File: src/rtl/ex_seg_reg_pkg.sv
// Shared definitions for the EX pipeline segment register: ALU op codes,
// operand-select encodings and the packed layout of the EX-stage registers.
package ex_seg_reg_pkg;

    // ALU operation codes shared with the decoder and the ALU
    localparam logic [3:0] ALU_ADD  = 4'h0;
    localparam logic [3:0] ALU_SUB  = 4'h1;
    localparam logic [3:0] ALU_AND  = 4'h2;
    localparam logic [3:0] ALU_OR   = 4'h3;
    localparam logic [3:0] ALU_XOR  = 4'h4;
    localparam logic [3:0] ALU_SLL  = 4'h5;
    localparam logic [3:0] ALU_SRL  = 4'h6;
    localparam logic [3:0] ALU_SRA  = 4'h7;
    localparam logic [3:0] ALU_SLT  = 4'h8;
    localparam logic [3:0] ALU_SLTU = 4'h9;

    // Operand-1 select
    localparam logic       SRC1_RS1 = 1'b0;
    localparam logic       SRC1_PC  = 1'b1;

    // Operand-2 select; 2'b11 is unused and yields zero
    localparam logic [1:0] SRC2_RS2   = 2'b00;
    localparam logic [1:0] SRC2_SHAMT = 2'b01;
    localparam logic [1:0] SRC2_IMM   = 2'b10;

    // Everything the EX stage latches from ID
    typedef struct packed {
        logic        valid;
        logic        regwrite;
        logic [4:0]  rd;
        logic [4:0]  rs1;
        logic [4:0]  rs2;
        logic [3:0]  alu_ctrl;
        logic        alu_src1;
        logic [1:0]  alu_src2;
        logic [31:0] rd1;
        logic [31:0] rd2;
        logic [31:0] imm;
        logic [31:0] pc;
    } ex_regs_t;

    // A bubble: nothing valid, no writeback, ADD op, all data cleared
    function automatic ex_regs_t ex_bubble();
        ex_regs_t b;
        b          = '0;
        b.alu_ctrl = ALU_ADD;
        return b;
    endfunction

endpackage

File: src/rtl/ex_seg_reg_fwd_sel.sv
// fwd_sel: priority mux choosing the freshest value of one source register.
// MEM beats WB beats the register-file value; x0 is never forwarded.
module fwd_sel #(
    parameter int XLEN = 32
) (
    input  logic [4:0]      rs,
    input  logic [XLEN-1:0] rf_data,
    input  logic [4:0]      rd_m,
    input  logic            regwrite_m,
    input  logic [XLEN-1:0] alu_out_m,
    input  logic [4:0]      rd_w,
    input  logic            regwrite_w,
    input  logic [XLEN-1:0] wb_data,
    output logic [XLEN-1:0] data
);

    // Priority select of the forwarding source
    always_comb begin
        if (regwrite_m && (rd_m != 5'd0) && (rd_m == rs)) begin
            data = alu_out_m;
        end else if (regwrite_w && (rd_w != 5'd0) && (rd_w == rs)) begin
            data = wb_data;
        end else begin
            data = rf_data;
        end
    end

endmodule

File: src/rtl/ex_seg_reg.sv
// ex_seg_reg: ID->EX pipeline segment register with operand selection.
// Build option: define EX_FORWARD_EN to forward MEM/WB results into the
// operands; without it the registered register-file values are used and
// the hazard unit is expected to stall on every RAW hazard.
// Control: FlushE loads a bubble and wins over StallE; StallE holds.
module ex_seg_reg
    import ex_seg_reg_pkg::*;
#(
    parameter int XLEN = 32
) (
    input  logic            clk,
    input  logic            rst_n,
    input  logic            StallE,
    input  logic            FlushE,
    input  logic [XLEN-1:0] RegReadData1D,
    input  logic [XLEN-1:0] RegReadData2D,
    input  logic [XLEN-1:0] ImmD,
    input  logic [XLEN-1:0] PCD,
    input  logic            AluSrc1D,
    input  logic [1:0]      AluSrc2D,
    input  logic [3:0]      AluContrlD,
    input  logic [4:0]      Rs1D,
    input  logic [4:0]      Rs2D,
    input  logic [4:0]      RdD,
    input  logic            RegWriteD,
    input  logic [XLEN-1:0] AluOutM,
    input  logic [XLEN-1:0] RegWriteDataW,
    input  logic [4:0]      RdM,
    input  logic [4:0]      RdW,
    input  logic            RegWriteM,
    input  logic            RegWriteW,
    output logic [XLEN-1:0] Operand1E,
    output logic [XLEN-1:0] Operand2E,
    output logic [3:0]      AluContrlE,
    output logic [XLEN-1:0] StoreDataE,
    output logic [4:0]      RdE,
    output logic            RegWriteE,
    output logic            ValidE
);

    ex_regs_t        ex_d;
    ex_regs_t        ex_q;
    logic [XLEN-1:0] rs1_val;
    logic [XLEN-1:0] rs2_val;

    // Gather the ID-stage fields into the next EX register image
    always_comb begin
        ex_d          = '0;
        ex_d.valid    = 1'b1;
        ex_d.regwrite = RegWriteD;
        ex_d.rd       = RdD;
        ex_d.rs1      = Rs1D;
        ex_d.rs2      = Rs2D;
        ex_d.alu_ctrl = AluContrlD;
        ex_d.alu_src1 = AluSrc1D;
        ex_d.alu_src2 = AluSrc2D;
        ex_d.rd1      = RegReadData1D;
        ex_d.rd2      = RegReadData2D;
        ex_d.imm      = ImmD;
        ex_d.pc       = PCD;
    end

    // EX-stage registers: reset/flush load a bubble, stall holds
    always_ff @(posedge clk or negedge rst_n) begin
        if (!rst_n) begin
            ex_q <= ex_bubble();
        end else if (FlushE) begin
            ex_q <= ex_bubble();
        end else if (!StallE) begin
            ex_q <= ex_d;
        end
    end

`ifdef EX_FORWARD_EN
    fwd_sel #(.XLEN(XLEN)) u_fwd_rs1 (
        .rs         (ex_q.rs1),
        .rf_data    (ex_q.rd1),
        .rd_m       (RdM),
        .regwrite_m (RegWriteM),
        .alu_out_m  (AluOutM),
        .rd_w       (RdW),
        .regwrite_w (RegWriteW),
        .wb_data    (RegWriteDataW),
        .data       (rs1_val)
    );

    fwd_sel #(.XLEN(XLEN)) u_fwd_rs2 (
        .rs         (ex_q.rs2),
        .rf_data    (ex_q.rd2),
        .rd_m       (RdM),
        .regwrite_m (RegWriteM),
        .alu_out_m  (AluOutM),
        .rd_w       (RdW),
        .regwrite_w (RegWriteW),
        .wb_data    (RegWriteDataW),
        .data       (rs2_val)
    );
`else
    // Sources disabled: the muxes reduce to the registered file values
    fwd_sel #(.XLEN(XLEN)) u_fwd_rs1 (
        .rs         (ex_q.rs1),
        .rf_data    (ex_q.rd1),
        .rd_m       (5'd0),
        .regwrite_m (1'b0),
        .alu_out_m  ('0),
        .rd_w       (5'd0),
        .regwrite_w (1'b0),
        .wb_data    ('0),
        .data       (rs1_val)
    );

    fwd_sel #(.XLEN(XLEN)) u_fwd_rs2 (
        .rs         (ex_q.rs2),
        .rf_data    (ex_q.rd2),
        .rd_m       (5'd0),
        .regwrite_m (1'b0),
        .alu_out_m  ('0),
        .rd_w       (5'd0),
        .regwrite_w (1'b0),
        .wb_data    ('0),
        .data       (rs2_val)
    );

    // Forwarding ports are intentionally ignored in this build
    logic unused_fwd;
    assign unused_fwd = ^{AluOutM, RegWriteDataW, RdM, RdW, RegWriteM, RegWriteW};
`endif

    // ALU operand selection from the (possibly forwarded) register values
    always_comb begin
        Operand1E = (ex_q.alu_src1 == SRC1_PC) ? ex_q.pc : rs1_val;
        case (ex_q.alu_src2)
            SRC2_RS2:   Operand2E = rs2_val;
            SRC2_SHAMT: Operand2E = {{(XLEN-5){1'b0}}, rs2_val[4:0]};
            SRC2_IMM:   Operand2E = ex_q.imm;
            default:    Operand2E = '0;
        endcase
    end

    // Remaining registered outputs; store data ignores the operand-2 select
    always_comb begin
        StoreDataE = rs2_val;
        AluContrlE = ex_q.alu_ctrl;
        RdE        = ex_q.rd;
        RegWriteE  = ex_q.regwrite;
        ValidE     = ex_q.valid;
    end

endmodule

File: config.mk
export PLATFORM = sky130hd
export DESIGN_NAME = ex_seg_reg
export DESIGN_NICKNAME = d
export VERILOG_FILES = /design/src/rtl/ex_seg_reg_pkg.sv /design/src/rtl/ex_seg_reg_fwd_sel.sv /design/src/rtl/ex_seg_reg.sv
export SDC_FILE = /design/constraint.sdc
export NUM_CORES = 1
export LEC_CHECK = 0
export CORE_AREA = 2 2 133 135
export DETAILED_ROUTE_END_ITERATION = 16
export DIE_AREA = 0 0 135 137
export GPL_TIMING_DRIVEN = 0
export PLACE_DENSITY_LB_ADDON = 0.3
export SYNTH_ARGS = -nofsm -noshare
export SYNTH_HDL_FRONTEND = slang
export SYNTH_SLANG_ARGS = --single-unit
File: constraint.sdc
create_clock -name clk -period 2.1 [get_ports clk]
set_input_delay 0.315 -clock clk [delete_from_list [all_inputs] [get_ports clk]]
set_output_delay 0.315 -clock clk [all_outputs]
set_load 0.02 [all_outputs]
======== After elaboration in Yosys (flattened, before gate mapping) ========
Cells that the tools add are included.
operators by class
  equality and inequality tests ........... 3
  reduce and logical (&&, ||, !) cells .... 1
  multiplexer cells ....................... 4
operators by type and width
  cell                                            count
  2-to-1 mux 152 bit                              2
  one-hot mux 32 bit (3 select lines)             1
  2-to-1 mux 32 bit                               1
  == test 2 x 1 -> 1 bit (second input constant)  1
  == test 2 bit (second input constant)           1
  logical NOT 2 bit                               1
  != test 2 x 1 -> 1 bit (second input constant)  1
storage, ports and cells
  word-level logic and storage cells ...... 18
  bits in registers ....................... 142
  input bits .............................. 231
  output and inout bits ................... 107

======== Longest topological paths before layout ========
  word-level depth ........................ 2
  mapped depth ............................ 5
  depth with buffers taken out ............ 2

======== By module ========
From an unflattened synthesis, not the netlist that was laid out.
unflattened totals
  cells, all modules ...................... 973
  area, all modules ....................... 9366.5 sq um
modules (own cells, without submodules)
  module      cells each  times used  sequential area each (sq um)  area each (sq um)
  ex_seg_reg  603         1           3803.6                        7031.7
  fwd_sel     185         2           0.0                           1167.4

======== Worst setup path before layout ========
OpenSTA, ideal clock, no wires.
  path type ............................... reg-to-output
  start point ............................. register ex_q[129] (netlist bit)
  end point ............................... output Operand2E[11]
  stages on the path, launching flop included .. 5
  path buffers ............................ 2
  arrival ................................. 1.089 ns
  required time ........................... 1.785 ns
  setup slack ............................. 0.696 ns
  cells stage by stage .................... dfrtp_1 > buf_4 > buf_6 > mux2i_1 > nor2_1
between the ends
  longest elaborated chain between the ends .. 2
  elaborated cells between the ends (all ways) .. 4
  those cells by class .................... eq/ne (2); mux (1); reduce/logical (1)
ends and longest elaborated chain
  what                                     line               text
  from (decl)                              ex_seg_reg.sv:42   ex_regs_t ex_q;
  from (signal assigned)                   ex_seg_reg.sv:66   ex_q <= ex_bubble();
  from (signal assigned)                   ex_seg_reg.sv:68   ex_q <= ex_bubble();
  == test 2 bit (tied with other cells)    ex_seg_reg.sv:132  case (ex_q.alu_src2)
  one-hot mux 32 bit (3 select lines) (*)  ex_seg_reg.sv:132
  to (decl)                                ex_seg_reg.sv:33   output logic [XLEN-1:0] Operand2E,
Mark *: on every way between the ends. The rest lies on a longest branch, timed or not.

======== Worst setup path in the final report ========
  start point ............................. register ex_q[128] (netlist bit)
  end point ............................... output Operand2E[9]
The elaborated chain is that of the path after synthesis.

==> results.cfg <==
[status]
status = complete, no violations

[worst_setup_path]
crit_chain = buf_2, clkbuf_4, nor2_1, dlygate4sd2_1
slowest_delay_ns = 0.39
cp-start-kind = flip-flop
required_ns = 1.78
crit_path_end_kind = primary output
critPathKind = reg2out
slowest_stage = dfrtp_1
critPathTopFamily = buffers and inverters
cp.buffers_inverters = 3
critPathMaxFanout = 10
cp.arrival_ns = 1.76

[power]
swShare = 0.250
power.density_nw_per_um2 = 723
ir_drop_uv = 526
p_sw_mw = 1.86
finalPower_mw = 7.44
pwr-share-seq = 0.401
p_leak_nw = 5.20
power.share.clock = 0.413
power_frac_comb = 0.187
intPower_mw = 5.58

[synth]
yosysSeqAreaShare = 0.515
synth_area_per_cell_um2 = 11.5
synth_fp_nets = 833
synth_warnings = 0
syn_area_um2 = 6900
syn_inst = 602
synth.distinct_cells = 14
ys_seq_elements = 142

[final_layout]
final_cell_mix = clkdlybuf4s50_1, mux2i_1, nor2_1, dfrtp_1, dlygate4sd2_1
multi_input_area_um2 = 2730
finalCoreUtilization = 0.603
drive_above_1_share = 0.151
nNetsFinal = 1105
fillCellCount = 1504
design_area_um2 = 10300
area_growth_pct = 49.0
ff_latch_area_um2 = 3550
layout.cells.non_filler = 1110
layout_commonest_cell = clkdlybuf4s50_1
antenna_cells = 0

[timing]
min_period_over_period = 0.990
finalCriticalPeriod_ns = 2.08
fin_setup_tns_ns = 0
setup_viol = 0
hold_slack_ns = 0.470
clock.fmax_ghz = 0.481
slew_headroom = 0.466
worst_pin_slew_ns = 0.801
hold_viol_final = 0
worst_slack_ns = 0.0218
fin_worst_skew_ns = 0
rsz0062_at_grt = true
slew_violations = 0

[routing]
routed_wl_um = 18500
drc = 0
antenna_left = 0
post_drt_wl_per_cell_um = 16.7
dr.pass1.iters = 6
drt_iter0_drc = 153
vias = 5138
vias_per_cell = 4.63

[global_routing]
grt_max_degree = 86
grt_overflow = 0
grt.met1_usage = 0.257
grtUsageTotal = 0.203
antenna_found_initial = 0
grt_first_pass_wirelength_um = 28800
use_met2 = 0.331
grt-busiest-layer = met2
grt_pass1_vias = 5258
use_met3 = 0.0715

[clock_network]
htree_num_levels = 4
clockBufferDepth = 2
cts_sinks = 142
cts_tree = done
cts_buffers = 17
path_clk_slew_ns = 0.06
cts_root_buf = clkbuf_16
clock_latency_ns = 0.42

[floorplanning]
io_pins = 338
num_rows = 48
die_area_um2 = 18500
core_um2 = 17100
die_w_um = 135
start_util = 0.405
die_h_um = 137

[placed_design]
dp_slack_ns = -0.0201
place_inst = 1077
dpl_cell_area_um2 = 9710
dp_hpwl_um = 13400
gp_congestion = 0.773
port_buffers = 249

[run]
maxCapViolCount = 0

[hold_path]
hp-class = in2reg
==> worst register-to-register path, cell delays in order (launching register included) <==
cell	delay [ns]
dfrtp_1	0.35
buf_4	0.17
buf_6	0.16
mux2i_1	0.15
nor2_1	0.05
==> layer usage <==
layer,share of wire,wire (µm),vias up
li1,-,-,2506
met1,0.43,8030,2425
met2,0.47,8600,188
met3,0.088,1620,19
met4,0.013,241,0
met5,0,0,-
==> synth_stat cells <==
library cell	instances	share of area
mux2i_1	168	0.24
nor2_1	168	0.091
dfrtp_1	142	0.51
buf_4	49	0.053
mux2_2	32	0.052
clkbuf_1	11	0.0060
buf_2	9	0.0065
buf_8	9	0.020
a22o_1	5	0.0063
buf_1	4	0.0022
inv_1	2	0.0011
a21oi_1	1	0.00072
buf_6	1	0.0016
nor2b_1	1	0.00091
==> final cells by class <==
class                      count  share of cell area
sequential                   142               0.345
multi-input combinational    375               0.265
timing repair buffer         253               0.240
buffer                        83              0.0642
clock buffer                  24              0.0468
tap                          225              0.0274
clock inverter                 6              0.0106
inverter                       2            0.000730
==> cell families after synthesis <==
family / count (synthesis) / synth area share
mux: 200 / 0.296
simple gates: 169 / 0.0922
flops: 142 / 0.515
buf+inv: 85 / 0.0902
compound gates: 6 / 0.00707
==> what timing repair did <==
item | in CTS | in global routing
endpoints found under the setup margin | 64 | 34
hold buffers | 1 | 0
endpoints found under the hold margin | 6 | 0
cloned | 0 | 0
setup buffers | 0 | 2
gates resized for setup | 80 | 5
==> power groups by stage <==
| stage | sequential [mW] | combinational, mW | clock (mW) |
|---|---|---|---|
| floorplan | 3.01 | 0.741 | 0 |
| global placement | 3.03 | 1.43 | 0 |
| detailed placement | 3.03 | 1.45 | 0 |
| CTS | 2.98 | 1.41 | 3.13 |
| global route | 3.00 | 1.50 | 3.24 |
| finish | 2.98 | 1.39 | 3.07 |
==> final timing paths <==
path,slack [ns],from,end,cells after the start
max,0.02,ex_q[128],Operand2E[9],4
min,0.47,StallE,ex_q[128],4
max reg2reg,1.09,ex_q[130],ex_q[130],4
min reg2reg,0.52,ex_q[31],ex_q[31],2
max in group asynchronous,0.77,rst_n,ex_q[118],3
min in group asynchronous,0.55,rst_n,ex_q[84],2
==> sequential cells by signal, summed over array words and instances, names as in the netlist <==
signal / count
ex_q: 131
ValidE: 1
AluContrlE: 4
RegWriteE: 1
RdE: 5
(Power assumes the default switching activity.)
